===== src/rtl/draw_fb_writer.sv =====
// Drawing-engine pixel sink: clips to the framebuffer, converts to a linear address and
// buffers writes in a small FIFO in front of a ready-handshaked memory port. Optional: CLIP_COUNT_EN.
module draw_fb_writer #(
    parameter int CORDW     = 16,
    parameter int FB_WIDTH  = 320,
    parameter int FB_HEIGHT = 180,
    parameter int ADDRW     = 16,
    parameter int COLRW     = 4,
    parameter int DEPTH     = 4
) (
    input  logic                    clk,
    input  logic                    rst,
    input  logic                    start,
    input  logic signed [CORDW-1:0] x,
    input  logic signed [CORDW-1:0] y,
    input  logic                    drawing,
    input  logic        [COLRW-1:0] colr,
    input  logic                    src_done,
    output logic                    oe,
    output logic                    fb_we,
    output logic        [ADDRW-1:0] fb_addr,
    output logic        [COLRW-1:0] fb_colr,
    input  logic                    fb_ready,
    output logic                    busy,
    output logic                    done,
    output logic             [15:0] clipped
);

    localparam int PtrW = $clog2(DEPTH);
    localparam int CntW = PtrW + 1;
    localparam logic signed [CORDW-1:0] FbW = CORDW'(FB_WIDTH);
    localparam logic signed [CORDW-1:0] FbH = CORDW'(FB_HEIGHT);
    localparam logic [CntW-1:0] OeLimit = CntW'(DEPTH - 3);
    localparam logic [CntW-1:0] Full    = CntW'(DEPTH);

    typedef enum logic [1:0] {Idle, Active, Flush} state_t;

    state_t            state_q, state_d;
    logic              done_q, done_d;
    logic              s1Valid_q, s1InBounds_q;
    logic [ADDRW-1:0]  s1Addr_q;
    logic [COLRW-1:0]  s1Colr_q;
    logic [ADDRW-1:0]  memAddr_q [DEPTH];
    logic [COLRW-1:0]  memColr_q [DEPTH];
    logic [PtrW-1:0]   wrPtr_q, rdPtr_q;
    logic [CntW-1:0]   count_q, count_d;

    logic              inBounds, empty, push, pop;
    logic [ADDRW-1:0]  pixAddr;
    logic [CntW-1:0]   occupancy;

    assign inBounds = !x[CORDW-1] && (x < FbW) && !y[CORDW-1] && (y < FbH);
    assign pixAddr  = ADDRW'($unsigned(y)) * ADDRW'(FB_WIDTH) + ADDRW'($unsigned(x));

    assign empty = (count_q == '0);
    assign pop   = !empty && fb_ready;
    assign push  = s1Valid_q && s1InBounds_q && ((count_q != Full) || pop);

    always_comb begin
        count_d = count_q;
        unique case ({push, pop})
            2'b10:   count_d = count_q + CntW'(1);
            2'b01:   count_d = count_q - CntW'(1);
            default: count_d = count_q;
        endcase
    end

    always_ff @(posedge clk) begin
        if (rst) begin
            s1Valid_q    <= 1'b0;
            s1InBounds_q <= 1'b0;
            s1Addr_q     <= '0;
            s1Colr_q     <= '0;
            wrPtr_q      <= '0;
            rdPtr_q      <= '0;
            count_q      <= '0;
        end else begin
            s1Valid_q <= drawing;
            if (drawing) begin
                s1InBounds_q <= inBounds;
                s1Addr_q     <= pixAddr;
                s1Colr_q     <= colr;
            end
            if (push) wrPtr_q <= wrPtr_q + PtrW'(1);
            if (pop)  rdPtr_q <= rdPtr_q + PtrW'(1);
            count_q <= count_d;
        end
    end

    always_ff @(posedge clk) begin
        if (push) begin
            memAddr_q[wrPtr_q] <= s1Addr_q;
            memColr_q[wrPtr_q] <= s1Colr_q;
        end
    end

    // Flush completes on the edge that leaves both S1 and the FIFO empty, so done and the
    // fall of busy appear in the cycle right after the final accepted write.
    always_comb begin
        state_d = state_q;
        done_d  = 1'b0;
        unique case (state_q)
            Idle:    if (start) state_d = Active;
            Active:  if (src_done) state_d = Flush;
            Flush: begin
                if ((count_d == '0) && !drawing) begin
                    state_d = Idle;
                    done_d  = 1'b1;
                end
            end
            default: state_d = Idle;
        endcase
    end

    always_ff @(posedge clk) begin
        if (rst) begin
            state_q <= Idle;
            done_q  <= 1'b0;
        end else begin
            state_q <= state_d;
            done_q  <= done_d;
        end
    end

    assign occupancy = count_q + CntW'(s1Valid_q);
    assign oe        = (occupancy <= OeLimit);
    assign fb_we     = !empty;
    assign fb_addr   = empty ? '0 : memAddr_q[rdPtr_q];
    assign fb_colr   = empty ? '0 : memColr_q[rdPtr_q];
    assign busy      = (state_q != Idle);
    assign done      = done_q;

`ifdef CLIP_COUNT_EN
    logic [15:0] clipped_q;

    // A new request clears the count, taking priority over a clip on the same edge.
    always_ff @(posedge clk) begin
        if (rst) begin
            clipped_q <= '0;
        end else if ((state_q == Idle) && start) begin
            clipped_q <= '0;
        end else if (s1Valid_q && !s1InBounds_q && (clipped_q != 16'hFFFF)) begin
            clipped_q <= clipped_q + 16'd1;
        end
    end

    assign clipped = clipped_q;
`else
    assign clipped = '0;
`endif

endmodule

===== config.mk =====
export PLATFORM = sky130hd
export DESIGN_NAME = draw_fb_writer
export DESIGN_NICKNAME = d
export VERILOG_FILES = /design/src/rtl/draw_fb_writer.sv
export SDC_FILE = /design/constraint.sdc
export NUM_CORES = 1
export LEC_CHECK = 0
export CORE_UTILIZATION = 49
export DETAILED_ROUTE_END_ITERATION = 16
export GPL_TIMING_DRIVEN = 0
export HOLD_SLACK_MARGIN = 0.1
export PLACE_DENSITY_LB_ADDON = 0.3
export SLEW_MARGIN = 5
export SYNTH_ARGS = -nofsm -noshare
export SYNTH_HDL_FRONTEND = slang
export SYNTH_SLANG_ARGS = --single-unit

===== constraint.sdc =====
create_clock -name clk -period 2.9 [get_ports clk]
set_input_delay 0.58 -clock clk [delete_from_list [all_inputs] [get_ports clk]]
set_output_delay 0.58 -clock clk [all_outputs]
set_load 0.1 [all_outputs]

Word level (Yosys, flattened, before mapping)
Memory sizes are Yosys's and may differ from the RTL's. A register that Yosys moved wholly into a read port is not among the register bits. Index checks and enable logic that the tools add are counted.

Register bits: 32. Memory bits (writable): 80. Input bits: 42. Output and inout bits: 40. Memories: 2.

Add/subtract/negate cells: 6. Multipliers: 1. Magnitude comparators: 3. Eq/ne operators: 8. Multiplexer cells: 14. Bitwise gates (word level): 1. Reduce and logical (&&, ||, !) cells: 18.

Memories: memAddr_q (depth 4, bits a word 16, rd ports 1, clocked after memory_dff 1, write ports 1, line 43) `logic [ADDRW-1:0] memAddr_q [DEPTH];`; memColr_q (depth 4, bits a word 4, rd ports 1, clocked after memory_dff 1, write ports 1, line 44) `logic [COLRW-1:0] memColr_q [DEPTH];`.

Operators by type and width (number): $add 16x16->16 (1); $lt 16x10->1 const B (1); $lt 16x9->1 const B (1); $mul 16x3->10 const B (1); $mux 16 (1); $mux 2 (7); $logic_and 1x1->1 (7); $logic_not 3->1 (2); $ne 2x2->1 const B (3); $pmux 2 s3 (1); $pmux 3 s2 (1); $add 2x1->2 const B (2); $eq 2x1->1 const B (2); $eq 2x2->1 const B (2); $logic_not 1->1 (4); $mux 4 (1); $add 3x1->3 (1); $add 3x1->3 const B (1); $le 3x1->1 const B (1); $mux 1 (3); $ne 3x3->1 const B (1); $reduce_and 3->1 (1); $sub 3x1->3 const B (1); $logic_not 2->1 (1); other kinds (4) (4).

Logic depth before layout (Yosys ltp)
Depth in word-level cells: 11. Gate-level depth with buffers: 13. Mapped depth without buffers: 13.

Worst setup path after synthesis
OpenSTA, ideal clock, no wires.

Kind: register to output. Start: register count_q[2]. End: output port fb_addr[10]. Arrival time: 2.616 ns. Slack: -0.296 ns. Cell stages (with the launch flop): 5. Path buffers: 2. Cells stage by stage: dfxtp_1 > clkbuf_1 > or3_1 > clkbuf_1 > and2_1.

Longest elaborated chain between the ends: 2.

RTL lines: start: declaration (line 46) `logic [CntW-1:0] count_q, count_d;`; start signal: assignment (line 86) `count_q <= count_d;`; $logic_not 3->1 (line 55) `assign empty = (count_q == '0);`; $mux 16 (line 128) `assign fb_addr = empty ? '0 : memAddr_q[rdPtr_q];`; end: declaration (line 21) `output logic [ADDRW-1:0] fb_addr,`.

Every way passes these cells.

Worst setup path after layout
Start: input port y[6]. End: register s1Addr_q[15].

Longest elaborated chain between the ends: 2.

RTL lines: start: declaration (line 15) `input logic signed [CORDW-1:0] y,`; $mul 16x3->10 (line 53) `assign pixAddr = ADDRW'($unsigned(y)) * ADDRW'(FB_WIDTH) + ADDRW'($unsigned(x));`; $add 16x16->16 (line 53); end signal: assignment (line 81) `s1Addr_q <= pixAddr;`; end: declaration (line 41) `logic [ADDRW-1:0] s1Addr_q;`.

Every way passes these cells. A chain may end at the register's enable or synchronous reset.

==> results.sh <==
export IMPL_netlist_area_um2=5460
export IMPL_die_h_um=108
export IMPL_wl_met3_um=479
export IMPL_worstPathArrival_ns=3.22
export IMPL_cts_made_buffers=17
export IMPL_ys_warn_count=0
export IMPL_seq_area_um2=3080
export IMPL_final_setup_viol_count=0
export IMPL_detail_route_wl_per_cell_um=16.5
export IMPL_final_cells=660
export IMPL_via_per_inst=5.35
export IMPL_fin_worst_skew_ns=0.0122
export IMPL_drt_iter0_markers=189
export IMPL_coreArea_um2=10800
export IMPL_critPathCaptureType="register"
export IMPL_multi_input_area_um2=2320
export IMPL_cp_start_kind="input port"
export IMPL_drtAntennaViolNets=0
export IMPL_synthCells=406
export IMPL_slew_viol_final=0
export IMPL_grt_pass1_wl_um=17300
export IMPL_fillers=817
export IMPL_post_dp_cell_area_um2=6350
export IMPL_finalWirelength_um=10900
export IMPL_postLayoutCoreUtil=0.646
export IMPL_h_tree_depth=4
export IMPL_track_usage=0.201
export IMPL_die_x_um=108
export IMPL_drc=0
export IMPL_numPortBuffers=64
export IMPL_ys_ff_latch=114
export IMPL_status="completed"
export IMPL_critPathRequiredTime_ns=3.29
export IMPL_syn_area_per_cell_um2=13.4
export IMPL_die_area_um2=11600
export IMPL_synth_seq_area_share=0.565
export IMPL_fin_setup_tns_ns=0
export IMPL_cts_path_max_buffers=2
export IMPL_worstMarginPinSlew_ns=1.12
export IMPL_antenna_found_initial=0
export IMPL_pwr_density_cell_nw_per_um2=636
export IMPL_grt_pass1_vias=3529
export IMPL_crit_type="in2reg"
export IMPL_grt_overflow_total=0
export IMPL_final_cell_area_um2=7000
export IMPL_ctsHoldBuffers=0
export IMPL_row_count=38
export IMPL_wl_met2_um=5600
export IMPL_wirelength_met1_um=4660
export IMPL_static_leakage_power_nw=2.68
export IMPL_drive_gt1_frac=0.256
export IMPL_finalCritPeriodShare=0.977
export IMPL_drt_pass1_iter_count=4
export IMPL_clock_fmax_mhz=353
export IMPL_setup_ws_ns=0.0671
export IMPL_synth_cell_type_count=59
export IMPL_grt_max_degree=21
export IMPL_ir_drop_mv=0.343
export IMPL_hold_viol_final=0
export IMPL_async_flop_share=0
export IMPL_slew_headroom=0.251
export IMPL_vias=3532
export IMPL_initial_core_util=0.503
export IMPL_n_antenna_cell=0
export IMPL_io_pins=82
export IMPL_hold_path_class="reg2reg"
export IMPL_dpl_worst_slack_ns=-0.838
export IMPL_clkSinkCount=114
export IMPL_critPathMaxFanout=3
export IMPL_maxCapViolations=0
export IMPL_dp_hpwl_um=7200
export IMPL_period_needed_ns=2.83
export IMPL_gp_congestion=0.847
export IMPL_nets=580
export IMPL_synth_ff_type="edfxtp_1"
export IMPL_clkTransAtPathRegs_ns=0.06
export IMPL_top_layer="met4"
export IMPL_synth_edf_count=80
export IMPL_cts_root_buf="clkbuf_8"
export IMPL_areaGrowthSynthToFinish_pct=28.4
export IMPL_clk_latency_ns=0.50
export IMPL_cts_tree="yes"
export IMPL_placed_cells=625
[logic make-up (layout without fill, tap and decap cells)]
| logic type | Yosys count | in the layout | synth area share |
|---|---|---|---|
| xor+xnor | 12 | 12 | 0.0193 |
| other cells | 1 | 16 | 0.000687 |
| flops | 114 | 114 | 0.565 |
| buf+inv | 43 | 142 | 0.0429 |
| fa+ha+maj | 31 | 31 | 0.0752 |
| simple gates | 114 | 114 | 0.111 |
| compound gates | 57 | 57 | 0.0778 |
| mux | 34 | 34 | 0.108 |
[layout by cell type, fill, tap and decap left out, drive strengths merged, types with 4 or more instances in the layout]
cell type | netlist | final
mux2i | 14 | 14
clkbuf | 8 | 27
nand3b | 4 | 4
buf | 24 | 48
clkdlybuf4s50 | 0 | 36
nor2b | 4 | 4
and2 | 26 | 26
edfxtp | 80 | 80
xnor2 | 8 | 8
conb | 1 | 16
a21oi | 12 | 12
o21ai | 13 | 13
nand3 | 7 | 7
mux4 | 20 | 20
ha | 28 | 28
dfxtp | 34 | 34
nor4 | 4 | 4
xor2 | 4 | 4
nor2 | 32 | 32
inv | 11 | 18
nand2 | 14 | 14
nor3 | 5 | 5
clkinv | 0 | 4
o211ai | 4 | 4
[layer usage]
layer / global-route usage / up-vias
li1: - / 1703
met1: 0.254 / 1709
met2: 0.347 / 111
met3: 0.0345 / 9
met4: 0.0753 / 0
met5: 0 / -
[worst max-delay path, cell delays in order]
cell and delay [ns]:
clkdlybuf4s50_1 0.54, ha_4 0.23, ha_4 0.27, inv_1 0.04, o21bai_1 0.17, a21oi_2 0.09
xnor2_1 0.13, ha_1 0.32, nand2_2 0.11, nor2_2 0.14, o21ai_2 0.10, and3_1 0.18
a2111oi_2 0.29
[report_power, final]
part / internal (mW) / total [mW] / switching, mW
sequential: 1.79 / 1.83 / 0.0424
combinational: 0.252 / 0.598 / 0.346
clock: 1.25 / 2.02 / 0.771
total: 3.29 / 4.45 / 1.16
[Yosys cell counts (2+ instances only)]
cell type,count,share of area
fa_1,3,0.011
buf_1,3,0.0021
nor4_1,4,0.0046
a211o_1,2,0.0032
ha_1,28,0.064
nand2b_1,3,0.0034
a21oi_1,11,0.010
mux4_2,20,0.083
buf_4,16,0.022
o21ai_0,8,0.0073
o21ai_1,5,0.0046
a2111oi_2,2,0.0055
o211ai_1,3,0.0041
and2_1,26,0.030
mux2i_1,14,0.026
nand2_1,13,0.0089
nor3b_1,3,0.0041
nor2_1,32,0.022
xnor2_1,8,0.013
o211a_1,3,0.0055
clkbuf_1,8,0.0055
and3_1,3,0.0034
o21a_1,3,0.0041
a31oi_1,2,0.0023
inv_1,10,0.0069
o21bai_1,2,0.0028
dfxtp_1,34,0.12
buf_2,4,0.0037
a21o_1,3,0.0041
a211oi_1,2,0.0028
nand3_1,7,0.0064
edfxtp_1,80,0.44
nand4_1,2,0.0023
nor2b_1,4,0.0046
nand3b_1,4,0.0055
xor2_1,4,0.0064
nor3_1,5,0.0046
[through the flow]
| step | hold slack [ns] | power, mW |
|---|---|---|
| detailed placement | 0.460 | 2.38 |
| finish | 0.465 | 4.45 |
| CTS | 0.467 | 4.42 |
| global placement | 0.438 | 2.36 |
| floorplan | 0.422 | 2.24 |
| global route | 0.482 | 4.60 |
[cell type report]
cell class,instances,area share
Tap cell,140,0.0250
Inverter,11,0.00590
Buffer,32,0.0286
Timing Repair Buffer,67,0.0856
Multi-Input combinational cell,264,0.331
Clock buffer,17,0.0591
Clock inverter,15,0.0247
Sequential cell,114,0.440
[worst paths after layout]
kind                                start                        end  slack (ns)  cells after the start
hold / removal    state_q[1]$_SDFFE_PP0P_    state_q[0]$_SDFFE_PP0P_        0.47                      1
setup / recovery                     y[6]  s1Addr_q[15]$_SDFFE_PP0P_        0.07                     13
setup reg to reg    count_q[2]$_SDFF_PP0_    state_q[1]$_SDFFE_PP0P_        0.40                     10
hold reg to reg   state_q[1]$_SDFFE_PP0P_    state_q[0]$_SDFFE_PP0P_        0.47                      1
[state kept, by name (all words and copies together), names as in the netlist, named ones only]
signal / flops
memAddr_q: 64
memColr_q: 16
s1Addr_q: 16
s1Colr_q: 4
count_q: 3
rdPtr_q: 2
state_q: 2
wrPtr_q: 2
done: 1
s1InBounds_q: 1
s1Valid_q: 1
[what timing repair did]
| action | 4_1_cts | 5_1_grt |
|---|---|---|
| buffers inserted | 2 | 1 |
| setup endpoints to repair | 24 | 2 |
| resized for setup | 142 | 17 |
| pin swaps | 3 | 12 |
(Power assumes the default switching activity.)
